--- config.mk ---
export PLATFORM = sky130hd
export DESIGN_NAME = add_seq_ctrl_flat
export DESIGN_NICKNAME = d
export VERILOG_FILES = /design/src/rtl/add_seq_ctrl_if.sv /design/src/rtl/add_seq_ctrl.sv /design/src/flat_wrapper.sv
export SDC_FILE = /design/constraint.sdc
export NUM_CORES = 1
export LEC_CHECK = 0
export BUFFER_PORTS_ARGS = -buffer_cell sky130_fd_sc_hd__buf_2
export CORE_MARGIN = 2
export CORE_UTILIZATION = 49
export CTS_BUF_LIST = sky130_fd_sc_hd__clkbuf_2 sky130_fd_sc_hd__clkbuf_4 sky130_fd_sc_hd__clkbuf_8
export CTS_CLUSTER_DIAMETER = 100
export DETAILED_ROUTE_END_ITERATION = 8
export GPL_TIMING_DRIVEN = 0
export PLACE_DENSITY = 0.88
export SYNTH_ARGS = -nofsm -noshare
export SYNTH_HDL_FRONTEND = slang
export SYNTH_SLANG_ARGS = --single-unit
--- constraint.sdc ---
create_clock -name clk -period 5.7 [get_ports clk]
set_input_delay 0.285 -clock clk [delete_from_list [all_inputs] [get_ports clk]]
set_output_delay 0.285 -clock clk [all_outputs]
set_load 0.05 [all_outputs]
--- src/rtl/add_seq_ctrl_if.sv ---
// rtl/add_seq_ctrl_if.sv - operand, adder and result signal bundle for add_seq_ctrl
interface add_seq_ctrl_if #(
    parameter int WORDS = 4
);
    // operand handshake
    logic                  in_valid;
    logic                  in_ready;
    logic [16*WORDS-1:0]   in_a;
    logic [16*WORDS-1:0]   in_b;
    logic                  in_cin;
    logic                  in_sub;
    // shared external adder
    logic [15:0]           add_a;
    logic [15:0]           add_b;
    logic                  add_cin;
    logic [15:0]           add_sum;
    logic                  add_cout;
    // result handshake
    logic                  out_valid;
    logic                  out_ready;
    logic [16*WORDS-1:0]   out_sum;
    logic                  out_cout;
    logic                  out_zero;

    // sequencer view
    modport slave (
        input  in_valid, in_a, in_b, in_cin, in_sub,
        input  add_sum, add_cout,
        input  out_ready,
        output in_ready,
        output add_a, add_b, add_cin,
        output out_valid, out_sum, out_cout, out_zero
    );

    // producer / consumer / adder view
    modport master (
        output in_valid, in_a, in_b, in_cin, in_sub,
        output add_sum, add_cout,
        output out_ready,
        input  in_ready,
        input  add_a, add_b, add_cin,
        input  out_valid, out_sum, out_cout, out_zero
    );
endinterface

--- src/rtl/add_seq_ctrl.sv ---
// rtl/add_seq_ctrl.sv - multi-precision add/subtract sequencer over a shared 16-bit adder
module add_seq_ctrl #(
    parameter int WORDS = 4
) (
    input  logic          clk,
    input  logic          rst_n,
    add_seq_ctrl_if.slave bus,
    output logic          busy
);
    localparam int KW = (WORDS > 1) ? $clog2(WORDS) : 1;

    typedef enum logic [1:0] {
        S_IDLE = 2'd0,
        S_RUN  = 2'd1,
        S_DONE = 2'd2
    } state_t;

    state_t                 state_q, state_d;
    logic [KW-1:0]          k_q;
    logic                   carry_q;
    logic                   sub_q;
    logic                   cout_q;
    logic                   zero_q;
    logic [WORDS-1:0][15:0] a_q;
    logic [WORDS-1:0][15:0] b_q;
    logic [WORDS-1:0][15:0] res_q;
    logic [WORDS-1:0][15:0] res_d;
    logic                   last_limb;

    assign last_limb = (k_q == KW'(WORDS - 1));

    // result image with the current limb merged in, so the zero flag sees the final limb too
    always_comb begin
        res_d      = res_q;
        res_d[k_q] = bus.add_sum;
    end

    // state register
    always_ff @(posedge clk or negedge rst_n) begin
        if (!rst_n) begin
            state_q <= S_IDLE;
        end else begin
            state_q <= state_d;
        end
    end

    // next-state: accept in IDLE, walk limbs in RUN, hold DONE until the consumer takes it
    always_comb begin
        state_d = state_q;
        case (state_q)
            S_IDLE: if (bus.in_valid)  state_d = S_RUN;
            S_RUN:  if (last_limb)     state_d = S_DONE;
            S_DONE: if (bus.out_ready) state_d = S_IDLE;
            default:                   state_d = S_IDLE;
        endcase
    end

    // outputs decoded from registers only; adder inputs are zero outside RUN
    always_comb begin
        bus.in_ready  = (state_q == S_IDLE);
        bus.out_valid = (state_q == S_DONE);
        busy          = (state_q != S_IDLE);
        bus.out_sum   = res_q;
        bus.out_cout  = cout_q;
        bus.out_zero  = zero_q;
        bus.add_a     = 16'h0000;
        bus.add_b     = 16'h0000;
        bus.add_cin   = 1'b0;
        if (state_q == S_RUN) begin
            bus.add_a   = a_q[k_q];
            bus.add_b   = b_q[k_q] ^ {16{sub_q}};
            bus.add_cin = carry_q;
        end
    end

    // operand capture, limb counter, carry chain and result accumulation
    always_ff @(posedge clk or negedge rst_n) begin
        if (!rst_n) begin
            a_q     <= '0;
            b_q     <= '0;
            sub_q   <= 1'b0;
            k_q     <= '0;
            carry_q <= 1'b0;
            res_q   <= '0;
            cout_q  <= 1'b0;
            zero_q  <= 1'b0;
        end else begin
            case (state_q)
                S_IDLE: begin
                    if (bus.in_valid) begin
                        a_q     <= bus.in_a;
                        b_q     <= bus.in_b;
                        sub_q   <= bus.in_sub;
                        k_q     <= '0;
                        // subtraction is A + ~B + 1, so the first carry-in supplies the +1
                        carry_q <= bus.in_sub ? 1'b1 : bus.in_cin;
                    end
                end
                S_RUN: begin
                    res_q   <= res_d;
                    carry_q <= bus.add_cout;
                    if (last_limb) begin
                        cout_q <= bus.add_cout;
                        zero_q <= ~|res_d;
                    end else begin
                        k_q <= k_q + KW'(1);
                    end
                end
                default: ;
            endcase
        end
    end
endmodule

--- src/flat_wrapper.sv ---
// flat-port wrapper written by rule: the top's interface ports become plain ports
module add_seq_ctrl_flat 
#(
    parameter int WORDS = 4
)
  (clk, rst_n, busy, bus_in_valid, bus_in_a, bus_in_b, bus_in_cin, bus_in_sub, bus_add_sum, bus_add_cout, bus_out_ready, bus_in_ready, bus_add_a, bus_add_b, bus_add_cin, bus_out_valid, bus_out_sum, bus_out_cout, bus_out_zero);
  add_seq_ctrl_if #(.WORDS(WORDS)) bus_i ();
  input  logic clk;
  input  logic rst_n;
  output logic busy;
  input wire logic [$bits(bus_i.in_valid)-1:0] bus_in_valid;
  input wire logic [$bits(bus_i.in_a)-1:0] bus_in_a;
  input wire logic [$bits(bus_i.in_b)-1:0] bus_in_b;
  input wire logic [$bits(bus_i.in_cin)-1:0] bus_in_cin;
  input wire logic [$bits(bus_i.in_sub)-1:0] bus_in_sub;
  input wire logic [$bits(bus_i.add_sum)-1:0] bus_add_sum;
  input wire logic [$bits(bus_i.add_cout)-1:0] bus_add_cout;
  input wire logic [$bits(bus_i.out_ready)-1:0] bus_out_ready;
  output wire logic [$bits(bus_i.in_ready)-1:0] bus_in_ready;
  output wire logic [$bits(bus_i.add_a)-1:0] bus_add_a;
  output wire logic [$bits(bus_i.add_b)-1:0] bus_add_b;
  output wire logic [$bits(bus_i.add_cin)-1:0] bus_add_cin;
  output wire logic [$bits(bus_i.out_valid)-1:0] bus_out_valid;
  output wire logic [$bits(bus_i.out_sum)-1:0] bus_out_sum;
  output wire logic [$bits(bus_i.out_cout)-1:0] bus_out_cout;
  output wire logic [$bits(bus_i.out_zero)-1:0] bus_out_zero;
  assign bus_i.in_valid = bus_in_valid;
  assign bus_i.in_a = bus_in_a;
  assign bus_i.in_b = bus_in_b;
  assign bus_i.in_cin = bus_in_cin;
  assign bus_i.in_sub = bus_in_sub;
  assign bus_i.add_sum = bus_add_sum;
  assign bus_i.add_cout = bus_add_cout;
  assign bus_i.out_ready = bus_out_ready;
  assign bus_in_ready = bus_i.in_ready;
  assign bus_add_a = bus_i.add_a;
  assign bus_add_b = bus_i.add_b;
  assign bus_add_cin = bus_i.add_cin;
  assign bus_out_valid = bus_i.out_valid;
  assign bus_out_sum = bus_i.out_sum;
  assign bus_out_cout = bus_i.out_cout;
  assign bus_out_zero = bus_i.out_zero;
  add_seq_ctrl #(.WORDS(WORDS)) u_core (.clk(clk), .rst_n(rst_n), .bus(bus_i), .busy(busy));
endmodule
After elaboration in Yosys (flattened, before gate mapping)

Cells that the tools add are included.

Output and inout port bits: 102
Input port bits: 151
Bits in registers: 200
Logic and storage cells: 60

Mux-type cells: 20
Equality and inequality tests: 7
$lt $le $gt $ge: 2
Reductions and logical operators: 11
Add/subtract/negate cells: 1
Bitwise operators: 1

Operators with widths:

| kind                                                                                 | number |
|---|---|
| 16-bit two-way mux                                                                   | 5 |
| 16-bit binary-select mux with 2-bit select                                           | 2 |
| 64-bit bitwise mux                                                                   | 1 |
| 64-bit OR reduction                                                                  | 1 |
| 16-bit demux with 2-bit select                                                       | 1 |
| 16-bit bitwise XOR                                                                   | 1 |
| 2-bit two-way mux                                                                    | 5 |
| 2-bit != test (second input constant)                                                | 3 |
| 2-bit one-hot mux with 3 select lines                                                | 1 |
| 2-bit AND reduction                                                                  | 3 |
| 3-bit AND reduction                                                                  | 2 |
| 2-bit == test (second input constant)                                                | 2 |
| 2-bit one-hot mux with 2 select lines                                                | 1 |
| 2-bit nonzero test                                                                   | 2 |
| 2-bit by 3-bit less-than comparator with 1-bit output (second input constant)        | 1 |
| 1-bit two-way mux                                                                    | 3 |
| 2-bit by 1-bit adder with 2-bit output (second input constant)                       | 1 |
| 2-bit by 1-bit == test with 1-bit output (second input constant)                     | 1 |
| 2-bit by 1-bit greater-or-equal comparator with 1-bit output (second input constant) | 1 |
| 2-bit logical NOT                                                                    | 1 |
| 2-bit by 1-bit != test with 1-bit output (second input constant)                     | 1 |
| 1-bit one-hot mux with 2 select lines                                                | 1 |
| 1-bit logical AND                                                                    | 1 |
| 1-bit logical NOT                                                                    | 1 |

Logic depth before layout (Yosys ltp)

Depth after elaboration: 7
Depth in mapped cells: 10
Depth with buffers taken out: 7

Worst setup path before layout

Ideal clock, no wire load.

Kind: register -> output
Start: register u_core.k_q[0]
End: output bus_add_b[3]
Data required time: 5,415 ps
Buffers on the path: 2
Arrival: 2,014 ps
Stages on the path, launching flop included: 6
Setup slack: 3,401 ps
Cell sequence: dfrtp_1 buf_6 buf_6 mux4_2 xnor2_1 nor2_1

Longest elaborated chain between the ends: 4

Ends and longest elaborated chain:

| what                                       | RTL line            | text |
|---|---|---|
| start, declared                            | add_seq_ctrl.sv:19  | `logic [KW-1:0] k_q;` |
| start signal, assigned                     | add_seq_ctrl.sv:106 | `k_q <= k_q + KW'(1);` |
| 16-bit binary-select mux with 2-bit select | add_seq_ctrl.sv:71  | `bus.add_b = b_q[k_q] ^ {16{sub_q}};` |
| 16-bit two-way mux (implied by the code)   | add_seq_ctrl.sv:71  |  |
| 16-bit bitwise XOR                         | add_seq_ctrl.sv:71  |  |
| 16-bit two-way mux                         | add_seq_ctrl.sv:69  | `if (state_q == S_RUN) begin` |
| end, declared                              | flat_wrapper.sv:21  | `output wire logic [$bits(bus_i.add_b)-1:0] bus_add_b;` |

Every way passes these cells. The select of a mux whose other input is x is not followed.

Final worst setup path

Start: register u_core.k_q[1]
End: output bus_add_b[4]

Same word-level chain as after synthesis.

==> results.md <==
- Status: complete, no violations
- Fmax achieved: 0.3538 GHz
- Reg-to-Reg Start: u_core.k_q[1]
- Clock Tree Root: clkbuf_8
- CP Launch Type: register
- Buffers on Ports: 252
- Switch share: 50.15%
- DR WL/cell: 17.81 microns
- Core Area: 18150 sq um
- FFs w/ async S/R, synth: 100.0%
- Clock group share of total power: 11.9%
- Top-area cell type share of the netlist area: 54.70%
- Overflow after GRT: 0
- Library cells used by synthesis: 38
- Via density: 5.409
- Final nets: 1350
- Max-cap viol count: 0
- Clk_lat worst skew: 460 ps
- Row cnt: 49
- # clock sinks: 200
- HPWL after DPL: 18600 microns
- Post-synth EDFFs: 0
- Post-route setup TNS: 0 ps
- Psw: 4.015 mW
- Cell-internal power: 3.991 mW
- Synth area leaders: dfrtp_1 55%, nand2_1 16%, mux4_2 7.9%, mux2_1 4.6%, mux2_2 2.0%
- Total power: 8.005 mW
- Power Density: 704.0 nW/um^2
- Yosys warning total: 0
- Final clock skew: 20.80 ps
- Syn Inst Count: 899
- Syn nets: 1056
- Final setup violation count: 0
- Iteration-0 DRC Markers: 513
- Pleak: 5.877 nW
- CP Class: reg -> out
- Max VDD drop: 0.5891 mV
- Vias in the first global route: 8011
- Hold Path Origin: bus_in_a[18]
- Routed wire length: 25570 microns
- I/O Pins: 253
- Post_cts resized: 0
- Area delta synth->final: 24.30%
- Hold Crit Class: in -> reg
- CTS max path bufs: 2
- Crit share post-route: 49.58%
- Reg2Reg Depth: 10
- Sequential group share of total power: 32.2%
- CTS Buf Count: 17
- Critical path required time: 5410 ps
- DRC errors left: 0
- DIE HEIGHT: 140.6 microns
- Most frequent cell after synthesis: nand2_1
- Area leader, netlist: dfrtp_1
- Yosys reg bits: 200
- RSZ-0062 raised after global routing: no
- Final GP Congestion: 0.8765
- GRT Util Overall: 26.18%
- Top cells by count, synth: 399 x nand2_1, 200 x dfrtp_1, 37 x mux2_1, 32 x mux4_2, 31 x nor2_1
- Initial Util: 50.41%
- Comb power frac: 56.0%
- Synth Cell Area: 9149 sq um
- Final Hold Fails: 0
- Initial antenna violation count: 1
- Crit Reg-Reg Endpoint: u_core.bus.out_zero
- Clk slew on worst S/H paths: 100 ps
- CTS tree: yes
- Sequential element share of the synthesized area: 54.70%
- Hold path depth: 3
- Worst hold endpoint: u_core.a_q[18]
- First-pass GRT wire length: 40790 microns
- Vias after detailed routing: 7768
- Crit. End Element: primary output
- TritonRoute pass-1 iters: 7
- Max-slew headroom: 47.40%
- H-tree depth: 4
- Antenna-violating nets left: 0
- Worst-margin pin slew: 789.0 ps
- Register-to-register setup slack: 3100 ps
- Max Slew Vio Count: 0
- Die W: 140.6 microns
- Min Tclk post-route: 2826 ps
- Avg Cell Area, Syn: 10.18 sq um
- Arr. time, crit path: 2540 ps
- Die Area: 19780 sq um
- Top FF cell, synth: dfrtp_1
- Fraction of layout instances using a drive strength above 1: 31.26%
- Crit-path max FO: 10
- Largest net degree at the start of global routing: 103
[placed cells by master (no fill, tap or decap), types with 2 or more instances in the layout]
cell type / netlist / layout
o21ai_1: 4 / 4
buf_6: 4 / 4
mux2_4: 8 / 8
bufinv_16: 0 / 2
clkbuf_4: 0 / 2
inv_6: 0 / 2
a22oi_1: 2 / 2
nand2_1: 399 / 399
dfrtp_1: 200 / 200
clkinv_2: 0 / 2
o21ai_0: 6 / 6
mux2_2: 16 / 16
and2_1: 18 / 18
ha_1: 6 / 6
nand4_1: 3 / 3
nor4_1: 12 / 12
a21oi_1: 7 / 7
buf_2: 23 / 274
nand3_1: 4 / 4
nand2_2: 4 / 4
mux2i_1: 4 / 4
nor3_1: 13 / 13
nor2_1: 31 / 31
nand3b_1: 3 / 3
inv_1: 8 / 8
xnor2_1: 16 / 16
buf_1: 3 / 3
clkinvlp_4: 0 / 2
dlygate4sd3_1: 0 / 22
mux4_2: 32 / 32
clkbuf_1: 20 / 20
nand2b_1: 3 / 3
mux2_1: 37 / 37
buf_4: 3 / 3
clkbuf_8: 0 / 21
[metal layers]
layer	track usage, %	part of all wire, %	vias to the layer above
met1	32.94	40	3805
met3	4.008	6.6	74
met5	0	0	-
li1	-	-	3523
met4	11.47	3.4	0
met2	45.24	50	366
[repair_timing]
item                      CTS  global route
setup buffers               0             0
hold buffers               22             0
hold endpoints to repair  122             0
[worst max-delay path by stage]
| stage | startpoint | end | slack, ps |
|---|---|---|---|
| global route | u_core.k_q[1] | bus_add_b[4] | 2730 |
| CTS | u_core.k_q[1] | bus_add_b[4] | 2830 |
| detailed placement | u_core.k_q[1] | u_core.bus.out_zero | 3170 |
| global placement | rst_n | u_core.bus.out_sum[13] | 1100 |
| finish | u_core.k_q[1] | bus_add_b[4] | 2870 |
| floorplan | u_core.k_q[0] | bus_add_b[3] | 3400 |
[area by class of cell]
type | instances | area [sq um]
antenna | 1 | 2.502
buffer | 53 | 269.0
clock buffer | 23 | 304.0
clock inverter | 9 | 111.4
fill | 1426 | 6775
inverter | 8 | 30.03
multi-input combinational | 638 | 3845
sequential | 200 | 5005
tap | 229 | 286.5
timing repair buffer | 275 | 1519
[per-stage QoR]
stage          hold WS (ps)  instance area [sq um]  setup slack (ps)  std cells  util, %
6_report              14.01                  11370              2874       1436    62.67
2_1_floorplan        -10.59                   9149              3401        899        -
5_1_grt               5.565                  11370              2727       1436    62.67
3_5_place_dp          377.0                  10730              3168       1381    59.15
3_3_place_gp          451.8                  10700              1104       1380    58.94
4_1_cts             0.08210                  11370              2831       1435    62.65
[worst max-delay path, stage by stage, from the launching register on]
cell and delay (ps):
dfrtp_1 400, clkbuf_1 350, buf_2 380, mux4_2 370
xnor2_1 150, nor2_1 150, buf_2 290
[cells by family (layout without fill, tap and decap cells)]
group / Yosys count / count (layout) / synth area share (%)
other cells: 0 / 1 / 0
fa+ha+maj: 6 / 6 / 0.8205
buf+inv: 61 / 368 / 3.269
xor+xnor: 16 / 16 / 1.532
flops: 200 / 200 / 54.70
simple gates: 495 / 495 / 21.98
mux: 97 / 97 / 16.15
compound gates: 24 / 24 / 1.545
[power by group through the flow]
stage / sequential [mW] / clock [mW] / combinational, mW
finish: 2.58 / 0.949 / 4.48
global route: 2.65 / 1.01 / 4.78
CTS: 2.56 / 0.961 / 4.49
detailed placement: 2.58 / 0 / 4.47
global placement: 2.53 / 0 / 4.37
floorplan: 3.30 / 0 / 2.59
[registers in the layout, indices dropped and copies added (netlist names), 2 cells and up]
signal / cells
u_core.a_q: 64
u_core.b_q: 64
u_core.bus.out_sum: 64
u_core.k_q: 2
u_core.state_q: 2
Power figures use the tool's default switching activity.
